$ cat src/rtl/fetch_pkg.sv
// Shared widths, reset PC default and the fetch-buffer entry type for the
// instruction-fetch front end.
package fetch_pkg;
   localparam int INST_W = 32;
   localparam int ADDR_W = 32;
   localparam logic [ADDR_W-1:0] DEFAULT_RESET_PC = 32'h0000_0000;
   localparam logic [INST_W-1:0] NOP_INST = 32'h0000_0000;

   typedef struct packed {
      logic [ADDR_W-1:0] pc;
      logic [INST_W-1:0] inst;
   } fetch_entry_t;
endpackage

$ cat src/rtl/inst_fetch_unit_if.sv
// Bundle of instruction-memory, redirect and decode signals around the fetch unit.
// Decode handshake: an entry moves when if_valid and if_ready are both high in
// a cycle; if_valid never depends on if_ready, and the head is stable while stalled.
interface inst_fetch_unit_if;
   logic        fetch_en;
   logic [31:0] imem_addr;
   logic [31:0] imem_data;
   logic        redirect_valid;
   logic [31:0] redirect_pc;
   logic        if_valid;
   logic        if_ready;
   logic [31:0] if_inst;
   logic [31:0] if_pc;
   logic [31:0] if_pc_plus4;
   logic        fetch_fault;

   modport master (
      input  fetch_en, imem_data, redirect_valid, redirect_pc, if_ready,
      output imem_addr, if_valid, if_inst, if_pc, if_pc_plus4, fetch_fault
   );

   modport slave (
      output fetch_en, imem_data, redirect_valid, redirect_pc, if_ready,
      input  imem_addr, if_valid, if_inst, if_pc, if_pc_plus4, fetch_fault
   );
endinterface

$ cat src/rtl/fetch_buffer.sv
// Circular FIFO of fetched {pc, inst} entries with flush and same-cycle push/pop.
// The head reads as zero/NOP whenever the buffer is empty.
module fetch_buffer
   import fetch_pkg::*;
#(
   parameter int DEPTH = 2
) (
   input  logic                     clk,
   input  logic                     rst,
   input  logic                     flush,
   input  logic                     push,
   input  logic                     pop,
   input  fetch_entry_t             wr_entry,
   output fetch_entry_t             head_entry,
   output logic [$clog2(DEPTH):0]   count
);
   localparam int PTR_W = $clog2(DEPTH);

   fetch_entry_t       mem_q [DEPTH];
   fetch_entry_t       mem_d [DEPTH];
   logic [PTR_W-1:0]   head_q, head_d;
   logic [PTR_W-1:0]   tail_q, tail_d;
   logic [PTR_W:0]     count_q, count_d;

   always_comb begin
      mem_d   = mem_q;
      head_d  = head_q;
      tail_d  = tail_q;
      count_d = count_q;
      if (flush) begin
         head_d  = '0;
         tail_d  = '0;
         count_d = '0;
      end else begin
         // When full, push+pop writes the slot the head is vacating this cycle.
         if (push) begin
            mem_d[tail_q] = wr_entry;
            tail_d        = tail_q + 1'b1;
         end
         if (pop) head_d = head_q + 1'b1;
         case ({push, pop})
            2'b10:   count_d = count_q + 1'b1;
            2'b01:   count_d = count_q - 1'b1;
            default: count_d = count_q;
         endcase
      end
   end

   always_ff @(posedge clk) begin
      if (rst) begin
         head_q  <= '0;
         tail_q  <= '0;
         count_q <= '0;
         for (int i = 0; i < DEPTH; i++) mem_q[i] <= '0;
      end else begin
         head_q  <= head_d;
         tail_q  <= tail_d;
         count_q <= count_d;
         mem_q   <= mem_d;
      end
   end

   assign head_entry = (count_q == '0) ? '{pc: '0, inst: NOP_INST} : mem_q[head_q];
   assign count      = count_q;
endmodule

$ cat src/rtl/inst_fetch_unit.sv
// Fetch front end: owns the PC, fetches one word per cycle into a small buffer
// and handles redirects. Optional macro FETCH_ALIGN_CHECK_EN adds a sticky fault.
module inst_fetch_unit
   import fetch_pkg::*;
#(
   parameter logic [ADDR_W-1:0] RESET_PC  = DEFAULT_RESET_PC,
   parameter int                BUF_DEPTH = 2
) (
   input logic               clk,
   input logic               rst,
   inst_fetch_unit_if.master bus
);
   localparam int CNT_W = $clog2(BUF_DEPTH) + 1;

   logic [ADDR_W-1:0] pc_q, pc_d;
   logic [ADDR_W-1:0] redirect_target;
   logic [CNT_W-1:0]  count;
   fetch_entry_t      head_entry;
   fetch_entry_t      wr_entry;
   logic              push, pop, fault_halt;

   // A redirect hides the head for the cycle so decode never consumes a stale entry.
   assign bus.if_valid = (count != '0) && !bus.redirect_valid;
   assign pop          = bus.if_valid && bus.if_ready;
   assign push         = bus.fetch_en && !bus.redirect_valid && !fault_halt &&
                         ((count < CNT_W'(BUF_DEPTH)) || pop);
   assign wr_entry     = '{pc: pc_q, inst: bus.imem_data};

`ifdef FETCH_ALIGN_CHECK_EN
   logic fault_q, fault_d;

   always_comb begin
      fault_d = fault_q;
      if (bus.redirect_valid) fault_d = |bus.redirect_pc[1:0];
   end

   always_ff @(posedge clk) begin
      if (rst) fault_q <= 1'b0;
      else     fault_q <= fault_d;
   end

   assign fault_halt      = fault_q;
   assign bus.fetch_fault = fault_q;
   assign redirect_target = bus.redirect_pc;
`else
   logic unused_low_bits;

   assign unused_low_bits = ^bus.redirect_pc[1:0];
   assign fault_halt      = 1'b0;
   assign bus.fetch_fault = 1'b0;
   assign redirect_target = {bus.redirect_pc[ADDR_W-1:2], 2'b00};
`endif

   always_comb begin
      pc_d = pc_q;
      if (bus.redirect_valid) pc_d = redirect_target;
      else if (push)          pc_d = pc_q + 32'd4;
   end

   always_ff @(posedge clk) begin
      if (rst) pc_q <= RESET_PC;
      else     pc_q <= pc_d;
   end

   fetch_buffer #(
      .DEPTH (BUF_DEPTH)
   ) u_fetch_buffer (
      .clk        (clk),
      .rst        (rst),
      .flush      (bus.redirect_valid),
      .push       (push),
      .pop        (pop),
      .wr_entry   (wr_entry),
      .head_entry (head_entry),
      .count      (count)
   );

   assign bus.imem_addr   = pc_q;
   assign bus.if_inst     = head_entry.inst;
   assign bus.if_pc       = head_entry.pc;
   assign bus.if_pc_plus4 = (count != '0) ? head_entry.pc + 32'd4 : '0;
endmodule

$ cat src/flat_wrapper.sv
// flat-port wrapper written by rule: the top's interface ports become plain ports
module inst_fetch_unit_flat import fetch_pkg::*;
#(
   parameter logic [ADDR_W-1:0] RESET_PC  = DEFAULT_RESET_PC,
   parameter int                BUF_DEPTH = 2
)
  (clk, rst, bus_fetch_en, bus_imem_data, bus_redirect_valid, bus_redirect_pc, bus_if_ready, bus_imem_addr, bus_if_valid, bus_if_inst, bus_if_pc, bus_if_pc_plus4, bus_fetch_fault);
  inst_fetch_unit_if bus_i ();
  input logic clk;
  input logic rst;
  input wire logic [$bits(bus_i.fetch_en)-1:0] bus_fetch_en;
  input wire logic [$bits(bus_i.imem_data)-1:0] bus_imem_data;
  input wire logic [$bits(bus_i.redirect_valid)-1:0] bus_redirect_valid;
  input wire logic [$bits(bus_i.redirect_pc)-1:0] bus_redirect_pc;
  input wire logic [$bits(bus_i.if_ready)-1:0] bus_if_ready;
  output wire logic [$bits(bus_i.imem_addr)-1:0] bus_imem_addr;
  output wire logic [$bits(bus_i.if_valid)-1:0] bus_if_valid;
  output wire logic [$bits(bus_i.if_inst)-1:0] bus_if_inst;
  output wire logic [$bits(bus_i.if_pc)-1:0] bus_if_pc;
  output wire logic [$bits(bus_i.if_pc_plus4)-1:0] bus_if_pc_plus4;
  output wire logic [$bits(bus_i.fetch_fault)-1:0] bus_fetch_fault;
  assign bus_i.fetch_en = bus_fetch_en;
  assign bus_i.imem_data = bus_imem_data;
  assign bus_i.redirect_valid = bus_redirect_valid;
  assign bus_i.redirect_pc = bus_redirect_pc;
  assign bus_i.if_ready = bus_if_ready;
  assign bus_imem_addr = bus_i.imem_addr;
  assign bus_if_valid = bus_i.if_valid;
  assign bus_if_inst = bus_i.if_inst;
  assign bus_if_pc = bus_i.if_pc;
  assign bus_if_pc_plus4 = bus_i.if_pc_plus4;
  assign bus_fetch_fault = bus_i.fetch_fault;
  inst_fetch_unit #(.RESET_PC(RESET_PC), .BUF_DEPTH(BUF_DEPTH)) u_core (.clk(clk), .rst(rst), .bus(bus_i));
endmodule
$ cat config.mk
export PLATFORM = sky130hd
export DESIGN_NAME = inst_fetch_unit_flat
export DESIGN_NICKNAME = d
export VERILOG_FILES = /design/src/rtl/fetch_pkg.sv /design/src/rtl/inst_fetch_unit_if.sv /design/src/rtl/fetch_buffer.sv /design/src/rtl/inst_fetch_unit.sv /design/src/flat_wrapper.sv
export SDC_FILE = /design/constraint.sdc
export NUM_CORES = 1
export LEC_CHECK = 0
export CORE_ASPECT_RATIO = 1.25
export CORE_MARGIN = 4
export CORE_UTILIZATION = 46
export DETAILED_ROUTE_END_ITERATION = 7
export PLACE_DENSITY = 0.75
export SLEW_MARGIN = 10
export SYNTH_ARGS = -nofsm -noshare
export SYNTH_HDL_FRONTEND = slang
export SYNTH_HIERARCHICAL = 1
export SYNTH_SLANG_ARGS = --single-unit
export TNS_END_PERCENT = 100
$ cat constraint.sdc
create_clock -name clk -period 4 [get_ports clk]
set_clock_uncertainty 0.1 [all_clocks]
set_input_delay 0.8 -clock clk [delete_from_list [all_inputs] [get_ports clk]]
set_output_delay 0.8 -clock clk [all_outputs]
set_load 0.005 [all_outputs]
After elaboration in Yosys (flattened, before gate mapping)
Cells that the tools add are included.

storage, ports and cells
  register bits after elaboration = 164
  bits of input ports = 69
  output and inout port bits = 130
  logic and storage cells = 48

cells by class
  add/sub/neg operators = 6
  order comparisons = 4
  equal/unequal tests = 2
  multiplexer cells = 11
  bitwise gates (word level) = 3
  reductions and logical operators = 13

operator list
  operator                 number
  $mux W64                 5
  $bwmux W128              1
  $mux W32                 3
  $add A32 B3 Y32 const B  2
  $demux W64 S1            1
  $reduce_bool A2 Y1       3
  $logic_and A1 B1 Y1      5
  $ge A2 B2 Y1 const B     2
  $not A1 Y2               2
  $pmux W2 S2              1
  $add A1 B1 Y1 const B    2
  $add A2 B1 Y2 const B    1
  $eq A2 B1 Y1 const B     1
  $eq A2 B2 Y1 const B     1
  $logic_not A2 Y1         1
  $lt A2 B1 Y1 const B     1
  $lt A2 B2 Y1 const B     1
  $reduce_and A2 Y1        1
  $reduce_or A2 Y1         1
  $sub A2 B1 Y2 const B    1
  $logic_not A1 Y1         1
  $logic_or A1 B1 Y1       1
  $not A1 Y1               1

Longest topological paths before layout
Gate-level depths: netlist of run 1.

  depth after elaboration = 7
  gate-level depth with buffers = 10
  depth with buffers taken out = 8

By module
The synthesis of run 1 kept the hierarchy.

modules (own cells, without submodules)
  module           instances  cells each  area an instance (um2)  seq. area each (um2)
  fetch_buffer     1          717         5561.6                  2642.5
  inst_fetch_unit  1          334         2408.6                  600.6

Worst setup path before layout of run 1
No wires, ideal clock.

  path kind = register to output
  from = register u_core.u_fetch_buffer.head_q
  to = output bus_if_pc_plus4[31]
  data arrival time = 2401 ps
  data required time = 3100 ps
  path slack = 699 ps
  cell stages (with the launch flop) = 9
  path buffers = 2
  cells stage by stage = dfxtp_1 buf_2 buf_2 mux2i_1 nor2_1 and4_1 nand4_1 or4_1 a21oi_1

on the way
  cells in the longest elaborated chain, start to end = 7

ends and longest elaborated chain
  element                                       line                   text
  start: declaration                            fetch_buffer.sv:21     logic [PTR_W-1:0] head_q, head_d;
  start signal: assignment                      fetch_buffer.sv:51     head_q <= '0;
  start signal: assignment                      fetch_buffer.sv:56     head_q <= head_d;
  $not A1 Y2 (implied by the code)              fetch_buffer.sv:63     assign head_entry = (count_q == '0) ? '{pc: '0, inst: NOP_INST} : mem_q[head_q];
  $mux W64 (implied by the code) (3 in series)  fetch_buffer.sv:63
  $mux W64                                      fetch_buffer.sv:63
  net bus_if_pc[8]                              flat_wrapper.sv:19     output wire logic [$bits(bus_i.if_pc)-1:0] bus_if_pc;
  $add A32 B3 Y32                               inst_fetch_unit.sv:81  assign bus.if_pc_plus4 = (count != '0) ? head_entry.pc + 32'd4 : '0;
  $mux W32                                      inst_fetch_unit.sv:81
  end: declaration                              flat_wrapper.sv:20     output wire logic [$bits(bus_i.if_pc_plus4)-1:0] bus_if_pc_plus4;

The timed path passes the listed nets, and every way through them passes these cells. The select of a mux whose other input is x is not followed.

Worst setup path in the final report of run 1
  from = register u_core.u_fetch_buffer.head_q
  to = output bus_if_pc_plus4[19]

on the way
  cells in the longest elaborated chain, start to end = 7

ends and longest elaborated chain
  element                                       line
  $not A1 Y2 (implied by the code)              fetch_buffer.sv:63
  $mux W64 (implied by the code) (3 in series)  fetch_buffer.sv:63
  $mux W64                                      fetch_buffer.sv:63
  $add A32 B3 Y32                               inst_fetch_unit.sv:81
  $mux W32                                      inst_fetch_unit.sv:81

No other way between the ends. The select of a mux whose other input is x is not followed.

==> impl_metrics.yaml, run 1 <==
status:
  status: "completed"
cells_and_area:
  multi_input_area_sq_um: 4370
  final_common_cell: "nand2_1"
  diodes: 0
  fin_util: 0.637
  n_fill_cell: 1498
  final_cell_mix: "nand2_1, clkdlybuf4s50_1, dfxtp_1, a21oi_1, nor2_1"
  num-nets-final: 1302
  layout-drive-gt1-share: 0.0845
  area_delta_synth_final_pct: 35.2
  final-seq-area_sq_um: 3250
  final_cell_area_sq_um: 10800
timing:
  tightest_slew_ns: 0.825
  fin_hold_ws_ns: 0.352
  finalMaxSlewViolations: 0
  relSlewSlack: 0.450
  fin_crit_sh: 0.967
  hold_violations: 0
  layout_setup_ws_ns: 0.133
  setup_viol: 0
  min_period_ns: 3.87
  fmax_ghz: 0.259
placement:
  io_buffers: 193
  dpl_worst_slack_ns: 0.200
  placed_area_sq_um: 10100
  place_hpwl_um: 15100
  gp_congestion: 0.872
worst_setup_path:
  cp_data_arrival_time_ns: 2.97
  startpoint: "u_core/u_fetch_buffer/head_q$_SDFFE_PP0P_"
  crit_path_end_kind: "output port"
  reg2reg_from: "u_core/bus.imem_addr[4]$_SDFFE_PP0P_"
  required_ns: 3.10
  critPathLaunchType: "register"
  worstSetupPathType: "reg -> out"
  path_max_fanout: 11
routing:
  via_count: 7628
  first_pass_iters: 5
  wl_per_cell_um: 15.4
  antenna_left: 0
  drc: 0
  drt-initial-drc-count: 528
  vias_per_cell: 5.22
  postRouteWirelength_um: 22500
clock_tree:
  hold_buffers: 0
  clock-sinks: 162
  path_clk_slew_ns: 0.06
  cts_root_buf: "clkbuf_16"
  clk_latency_ns: 0.42
  numCtsBuffers: 17
  cts_tree: "done"
  cts_max_level: 4
  clockBufferDepth: 2
die:
  dieArea_sq_um: 19500
  start_util: 0.471
  io_pins: 199
  design.core.area_sq_um: 16900
  rows: 53
  fp.dieH_um: 155
  die_x_um: 126
global_routing:
  grt_pass1_vias: 7100
  track_usage: 0.227
  overflow: 0
  grt_pass1_wl_um: 36500
  grt_max_degree: 78
  antenna_found_initial: 0
yosys:
  synth-main-ff-cell: "dfxtp_1"
  yosys.area.top_type: "dfxtp_1"
  synthArstFlopShare: 0
  synth_area_per_cell_sq_um: 7.58
  synth_edf_count: 0
  synth_cell_type_count: 42
  synthTopCellsByArea: "dfxtp_1, nand2_1, a21oi_1"
  ys_seq_elements: 162
  yosysTopAreaCellShare: 0.407
  yosysWarnings: 6
  yosysSeqAreaShare: 0.407
  synth_area_sq_um: 7970
  synth_cells: 1051
pwr:
  combPwrFrac: 0.086
  p_leak_uw: 0.00334
  p_switching_uw: 849
  powerDensity_nw_per_um2: 331
  peakVddDrop_v: 0.000241
  pwr-share-seq: 0.479
  p_int_uw: 2720
  p_total_uw: 3570
  p_sw_frac: 0.238
  p_clk_frac: 0.435
hold_path:
  hp-start: "u_core/u_fetch_buffer/mem_q[70]$_SDFFE_PP0P_"
  hold_class: "reg -> reg"
flow_run:
  cap_violations: 0
[critical path, stage by stage (launching register included)]
cell and delay [ns]:
dfxtp_4 0.40, buf_4 0.15, mux2i_1 0.13, nor2_2 0.20
and3_2 0.28, nand4_1 0.19, buf_4 0.23, or3_1 0.31
a21oi_1 0.15, clkdlybuf4s50_1 0.52
[timing repair]
item                       CTS  global route
setup endpoints to repair   22            21
pin swaps                    2             2
gates cloned                 1             0
setup buffers                7             4
resized for setup           11            15
[cell type report]
class,instances,share of cell area
clock buffer,20,0.0434
tap,220,0.0255
clock inverter,11,0.00964
multi-input combinational,811,0.406
inverter,7,0.00372
timing repair buffer,231,0.210
sequential,162,0.302
[power groups by stage]
| stage | sequential, uW | clock, uW | combinational (uW) |
|---|---|---|---|
| 2_1_floorplan | 1730 | 0 | 154 |
| 3_3_place_gp | 1740 | 0 | 303 |
| 3_5_place_dp | 1740 | 0 | 305 |
| 4_1_cts | 1710 | 1590 | 309 |
| 5_1_grt | 1720 | 1680 | 339 |
| 6_report | 1710 | 1550 | 309 |
[through the flow]
step / instances / TNS [ns]
floorplan: 1057 / 0
global placement: 1419 / 0
detailed placement: 1419 / 0
CTS: 1458 / 0
global route: 1462 / -0.0312
finish: 1462 / 0
[synth_stat cells, types with 2 or more instances]
cell,instances
nor4_1,9
xor2_1,21
nor2b_1,5
nor3_1,16
inv_1,6
nand4_1,13
ha_1,3
or3_1,7
and3_1,7
a211oi_1,19
o21bai_1,2
buf_4,9
and4_1,8
o21ai_0,8
nand3_1,27
clkbuf_1,35
xnor2_1,31
nor2_1,125
a311oi_1,7
a21oi_1,134
nand2_1,277
mux2i_1,64
and2_1,5
buf_2,25
buf_6,8
or4_1,3
dfxtp_1,162
[worst paths after layout]
kind | to | slack [ns] | cells after the start
max reg2reg | u_core/bus.imem_addr[31]$_SDFFE_PP0P_ | 1.36 | 5
min | u_core/u_fetch_buffer/mem_q[70]$_SDFFE_PP0P_ | 0.35 | 2
min reg2reg | u_core/u_fetch_buffer/mem_q[70]$_SDFFE_PP0P_ | 0.35 | 2
max | bus_if_pc_plus4[19] | 0.13 | 9
[kinds of logic (layout without fill, tap and decap cells)]
group | after synthesis | after routing | synth area share
compound gates | 173 | 173 | 0.120
simple gates | 511 | 512 | 0.273
xor+xnor | 52 | 52 | 0.0571
fa+ha+maj | 3 | 3 | 0.00471
other cells | 1 | 7 | 0.000471
mux | 64 | 64 | 0.0804
buf+inv | 85 | 269 | 0.0575
flops | 162 | 162 | 0.407
[registers in the layout (all words and copies together), names as in the netlist]
| register | flops |
|---|---|
| u_core/bus.imem_addr | 30 |
| u_core/u_fetch_buffer/count | 2 |
| u_core/u_fetch_buffer/head_q | 1 |
| u_core/u_fetch_buffer/mem_q | 128 |
| u_core/u_fetch_buffer/tail_q | 1 |
[per-layer routing]
layer / up-vias / share of wire / track usage
met4: 0 / 0.020 / 0.0726
met1: 3517 / 0.43 / 0.284
met3: 27 / 0.042 / 0.0364
li1: 3875 / - / -
met2: 209 / 0.51 / 0.401
met5: - / 0 / 0
(Power assumes the default switching activity.)
==> inputs of run 2 (changes only) <==
--- a/config.mk
+++ b/config.mk
@@ -9,7 +9,7 @@
 export CORE_MARGIN = 4
 export CORE_UTILIZATION = 46
 export DETAILED_ROUTE_END_ITERATION = 7
-export PLACE_DENSITY = 0.75
+export DONT_BUFFER_PORTS = 1
 export SLEW_MARGIN = 10
 export SYNTH_ARGS = -nofsm -noshare
 export SYNTH_HDL_FRONTEND = slang
==> run 2 against run 1 <==
Global-route usage down 0.48 points. Non-clock buffer count down 201. Fmax up 1.1%. Combinational power down 50%. Power up 2.3%. Die area unchanged. Final cell count down 14%. Flip-flop and latch count unchanged. First-iteration DRC count down 21%. Design area down 18%. Worst hold slack worse by 0.0068 ns. Worst setup slack better by 0.043 ns. Critical path type unchanged. Largest cell class unchanged. Highest routed layer unchanged.
==> impl_metrics.yaml, run 2 (same netlist as run 1, synthesis figures left out) <==
status:
  status: "completed"
global_routing:
  grt_max_degree: 163
  grt_pass1_wl_um: 35100
  grt_pass1_vias: 6590
  track_usage: 0.222
  antenna_found_initial: 0
  overflow: 0
cells_and_area:
  final_cell_mix: "nand2_1, dfxtp_1, a21oi_1, nor2_1, mux2i_1"
  area_delta_synth_final_pct: 10.3
  largest_reg_flops: 128
  final_cells: 1261
  multi_input_area_sq_um: 4320
  diodes: 0
  final_common_cell: "nand2_1"
  n_fill_cell: 1728
  fin_util: 0.520
  max_flop_register: "u_core/u_fetch_buffer/mem_q"
  final-seq-area_sq_um: 3250
  layout-drive-gt1-share: 0.0740
  num-nets-final: 1100
die:
  design.core.area_sq_um: 16900
  die_x_um: 126
  dieArea_sq_um: 19500
  fp.dieH_um: 155
  start_util: 0.471
  rows: 53
  io_pins: 199
hold_path:
  hp-start: "rst"
  hold_path_end: "u_core/bus.imem_addr[11]$_SDFFE_PP0P_"
  holdPathStages: 1
  hold_class: "in -> reg"
clock_tree:
  clk_latency_ns: 0.42
  clock-sinks: 162
  path_clk_slew_ns: 0.06
  cts_root_buf: "clkbuf_16"
  clockBufferDepth: 2
  numCtsBuffers: 17
  cts_max_level: 4
  post_cts_buffers: 0
  cts_tree: "done"
worst_setup_path:
  worst_path_most_repeated_cell: "and4_1"
  crit_path_end_kind: "output port"
  path_max_fanout: 26
  critPathLaunchType: "register"
  required_ns: 3.10
  reg2reg_from: "u_core/bus.imem_addr[5]$_SDFFE_PP0P_"
  reg2reg_depth: 5
  cp_data_arrival_time_ns: 2.92
  r2r-end: "u_core/bus.imem_addr[31]$_SDFFE_PP0P_"
  crit_path_max_incr_delay_ns: 0.55
  worstSetupPathType: "reg -> out"
  worstPathCellList: "nor2_4 > buf_6 > nor2_1 > buf_4 > and4_1 > and4_1 > nand3_1 > xnor2_1 > nor2b_1"
  slowest_stage: "nor2_4"
  startpoint: "u_core/u_fetch_buffer/count[1]$_SDFFE_PP0P_"
  rrSetupSlack_ns: 1.37
timing:
  tightest_slew_ns: 0.880
  relSlewSlack: 0.414
  setup_viol: 0
  fin_crit_sh: 0.956
  finalMaxSlewViolations: 0
  fin_tns_setup_ns: 0
  hold_violations: 0
  fmax_ghz: 0.262
  min_period_ns: 3.82
  rsz0062_at_grt: "true"
pwr:
  powerDensity_nw_per_um2: 416
  p_leak_uw: 0.00260
  peakVddDrop_v: 0.000249
routing:
  vias_per_cell: 5.43
  drc: 0
  first_pass_iters: 5
  drt-initial-drc-count: 415
  antenna_left: 0
  wl_per_cell_um: 17.4
  postRouteWirelength_um: 21900
  via_count: 6845
placement:
  placed_cells: 1229
  io_buffers: 0
  gp_congestion: 0.791
  place_hpwl_um: 15000
flow_run:
  cap_violations: 0
[run 2: final cells by class]
type | instances | area share
clock buffers | 19 | 0.0504
repair buffers | 30 | 0.0289
clock inverters | 13 | 0.0236
well taps | 220 | 0.0313
inverters | 7 | 0.00455
multi-input cells | 810 | 0.492
flip-flops and latches | 162 | 0.369
[run 2: through the flow]
step                setup WS [ns]  power [uW]  hold WS (ns)  area (sq um)
global route             -0.00232        3800         0.324          8790
global placement            0.479        1900         0.335          8120
detailed placement          0.440        1910         0.340          8120
floorplan                   0.699        1880         0.336          7990
finish                      0.176        3650         0.345          8790
CTS                        0.0478        3700         0.330          8770
[run 2: worst max-delay path by stage]
| stage | slack [ns] | depth (start not counted) | end |
|---|---|---|---|
| final | 0.18 | 9 | bus_if_pc_plus4[18] |
| after global routing | -0.002 | 7 | bus_if_pc_plus4[31] |
| after CTS | 0.05 | 7 | bus_if_pc_plus4[31] |
| after detailed placement | 0.44 | 7 | bus_if_pc_plus4[31] |
| after global placement | 0.48 | 7 | bus_if_pc_plus4[31] |
| after floorplan | 0.70 | 8 | bus_if_pc_plus4[31] |
[run 2: layer usage]
layer,global-route usage,up-vias,routed length (um)
met3,0.0759,23,1640
met2,0.369,198,10500
met5,0,-,0
li1,-,3461,-
met1,0.269,3163,9240
met4,0.0807,0,477
[run 2: worst max-delay path, delay by kind of cell (launching register included)]
| kind | cells | cell delay (ns) |
|---|---|---|
| flops | 1 | 0.39 |
| xor+xnor | 1 | 0.11 |
| buf+inv | 2 | 0.43 |
| simple gates | 6 | 1.57 |
[run 2: power breakdown]
group / internal, uW / switching [uW]
Sequential: 1650 / 59.7
Combinational: 62.8 / 93.1
Clock: 1120 / 658
[run 2: timing repair]
item,4_1_cts,5_1_grt
gates resized for setup,1,6
setup endpoints to repair,1,9
pin swaps,0,1
hold buffers,0,0
==> inputs of run 3 (changes only) <==
--- a/config.mk
+++ b/config.mk
@@ -5,11 +5,14 @@
 export SDC_FILE = /design/constraint.sdc
 export NUM_CORES = 1
 export LEC_CHECK = 0
+export CELL_PAD_IN_SITES_DETAIL_PLACEMENT = 1
+export CELL_PAD_IN_SITES_GLOBAL_PLACEMENT = 1
 export CORE_ASPECT_RATIO = 1.25
 export CORE_MARGIN = 4
 export CORE_UTILIZATION = 46
 export DETAILED_ROUTE_END_ITERATION = 7
 export DONT_BUFFER_PORTS = 1
+export PLACE_DENSITY_LB_ADDON = 0.1
 export SLEW_MARGIN = 10
 export SYNTH_ARGS = -nofsm -noshare
 export SYNTH_HDL_FRONTEND = slang
==> run 3 against run 2 <==
Clock-buffer cell count decreased by 2. Fmax increased by 0.90%. Die area unchanged. Routed wire length increased by 9.4%. Via count rose by 2.4%. Worst setup slack gained 0.034 ns. Clock power down 8%. Design area down 1.0%. Non-clock buffer count shrank 3. Global-route usage increased by 1.7 points.
==> impl_metrics.yaml, run 3 (same netlist as run 1, synthesis figures left out) <==
placement:
  place_hpwl_um: 16100
  dpl_worst_slack_ns: 0.568
  io_buffers: 0
  placed_area_sq_um: 8100
  placed_cells: 1226
  gp_congestion: 0.829
cells_and_area:
  area_delta_synth_final_pct: 9.18
  final_common_cell: "nand2_1"
  layout-drive-gt1-share: 0.0742
  fin_util: 0.515
  num-nets-final: 1097
  n_fill_cell: 2121
  largest_reg_flops: 128
  final_cell_area_sq_um: 8700
  max_flop_register: "u_core/u_fetch_buffer/mem_q"
  final_cell_mix: "nand2_1, dfxtp_1, a21oi_1, nor2_1, mux2i_1"
  diodes: 0
  final_cells: 1258
global_routing:
  grt_pass1_wl_um: 38200
  antenna_found_initial: 0
  track_usage: 0.239
  grt_pass1_vias: 7166
  grt_max_degree: 163
  overflow: 0
clock_tree:
  path_clk_slew_ns: 0.07
  post_cts_buffers: 0
  cts_tree: "done"
  cts_max_level: 4
  clk_latency_ns: 0.42
  cts_root_buf: "clkbuf_16"
  numCtsBuffers: 17
  clock-sinks: 162
  clockBufferDepth: 2
timing:
  relSlewSlack: 0.486
  rsz0062_at_grt: "false"
  fin_crit_sh: 0.947
  tightest_slew_ns: 0.771
  setup_viol: 0
  min_period_ns: 3.79
  finalMaxSlewViolations: 0
  fmax_ghz: 0.264
  hold_violations: 0
  fin_tns_setup_ns: 0
  layout_setup_ws_ns: 0.210
worst_setup_path:
  path_max_fanout: 14
  cp_data_arrival_time_ns: 2.89
  crit_path_end_kind: "output port"
  worstSetupPathType: "reg -> out"
  critPathLaunchType: "register"
  required_ns: 3.10
routing:
  drt-initial-drc-count: 317
  vias_per_cell: 5.57
  first_pass_iters: 4
  via_count: 7008
  antenna_left: 0
  postRouteWirelength_um: 23900
  wl_per_cell_um: 19.0
  drc: 0
die:
  rows: 53
  fp.dieH_um: 155
  die_x_um: 126
  dieArea_sq_um: 19500
  io_pins: 199
  start_util: 0.471
  design.core.area_sq_um: 16900
hold_path:
  hold_class: "in -> reg"
pwr:
  powerDensity_nw_per_um2: 402
  p_leak_uw: 0.00256
  peakVddDrop_v: 0.000236
status:
  status: "completed"
flow_run:
  cap_violations: 0
## run 3: final cells by class
type	count	area, sq um	share of cell area
multi-input cells	810	4330	0.497
flip-flops and latches	162	3250	0.373
clock buffers	17	425	0.0489
well taps	220	275	0.0316
repair buffers	27	228	0.0262
clock inverters	15	159	0.0183
inverters	7	40.0	0.00460
## run 3: through the flow
step | hold WS [ns] | power (uW)
final | 0.343 | 3500
after global routing | 0.321 | 3630
after CTS | 0.332 | 3530
after detailed placement | 0.341 | 1910
after global placement | 0.337 | 1900
after floorplan | 0.336 | 1880
## run 3: per-layer routing
metal | global-route usage | part of all wire | up-vias
met1 | 0.287 | 0.43 | 3380
met4 | 0.0470 | 0.0090 | 0
li1 | - | - | 3452
met2 | 0.431 | 0.50 | 160
met3 | 0.0670 | 0.060 | 16
met5 | 0 | 0 | -
## run 3: path summary, 6_finish.rpt
kind	from	to	slack, ns	cells after the start
max	u_core/u_fetch_buffer/head_q$_SDFFE_PP0P_	bus_if_pc_plus4[10]	0.21	9
min	rst	u_core/bus.imem_addr[4]$_SDFFE_PP0P_	0.34	1
max reg2reg	u_core/bus.imem_addr[5]$_SDFFE_PP0P_	u_core/bus.imem_addr[31]$_SDFFE_PP0P_	1.31	5
min reg2reg	u_core/u_fetch_buffer/mem_q[111]$_SDFFE_PP0P_	u_core/u_fetch_buffer/mem_q[111]$_SDFFE_PP0P_	0.35	2
## run 3: timing repair
| action | in CTS | in global routing |
|---|---|---|
| setup endpoints to repair | 0 | 7 |
| hold buffers | 0 | 0 |
| gates resized for setup | 0 | 8 |
## run 3: critical path, cell delays in order, from the launching register on
cell	delay, ns
dfxtp_4	0.50
buf_4	0.25
buf_4	0.19
mux2i_1	0.28
nor2_1	0.10
ha_1	0.26
and3_1	0.30
and3_1	0.24
xnor2_1	0.12
nor2_1	0.22
## run 3: power breakdown
part / leakage [uW] / switching, uW / internal (uW)
sequential: 0.00132 / 61.6 / 1650
combinational: 0.000961 / 96.5 / 62.3
clock: 0.000282 / 700 / 927
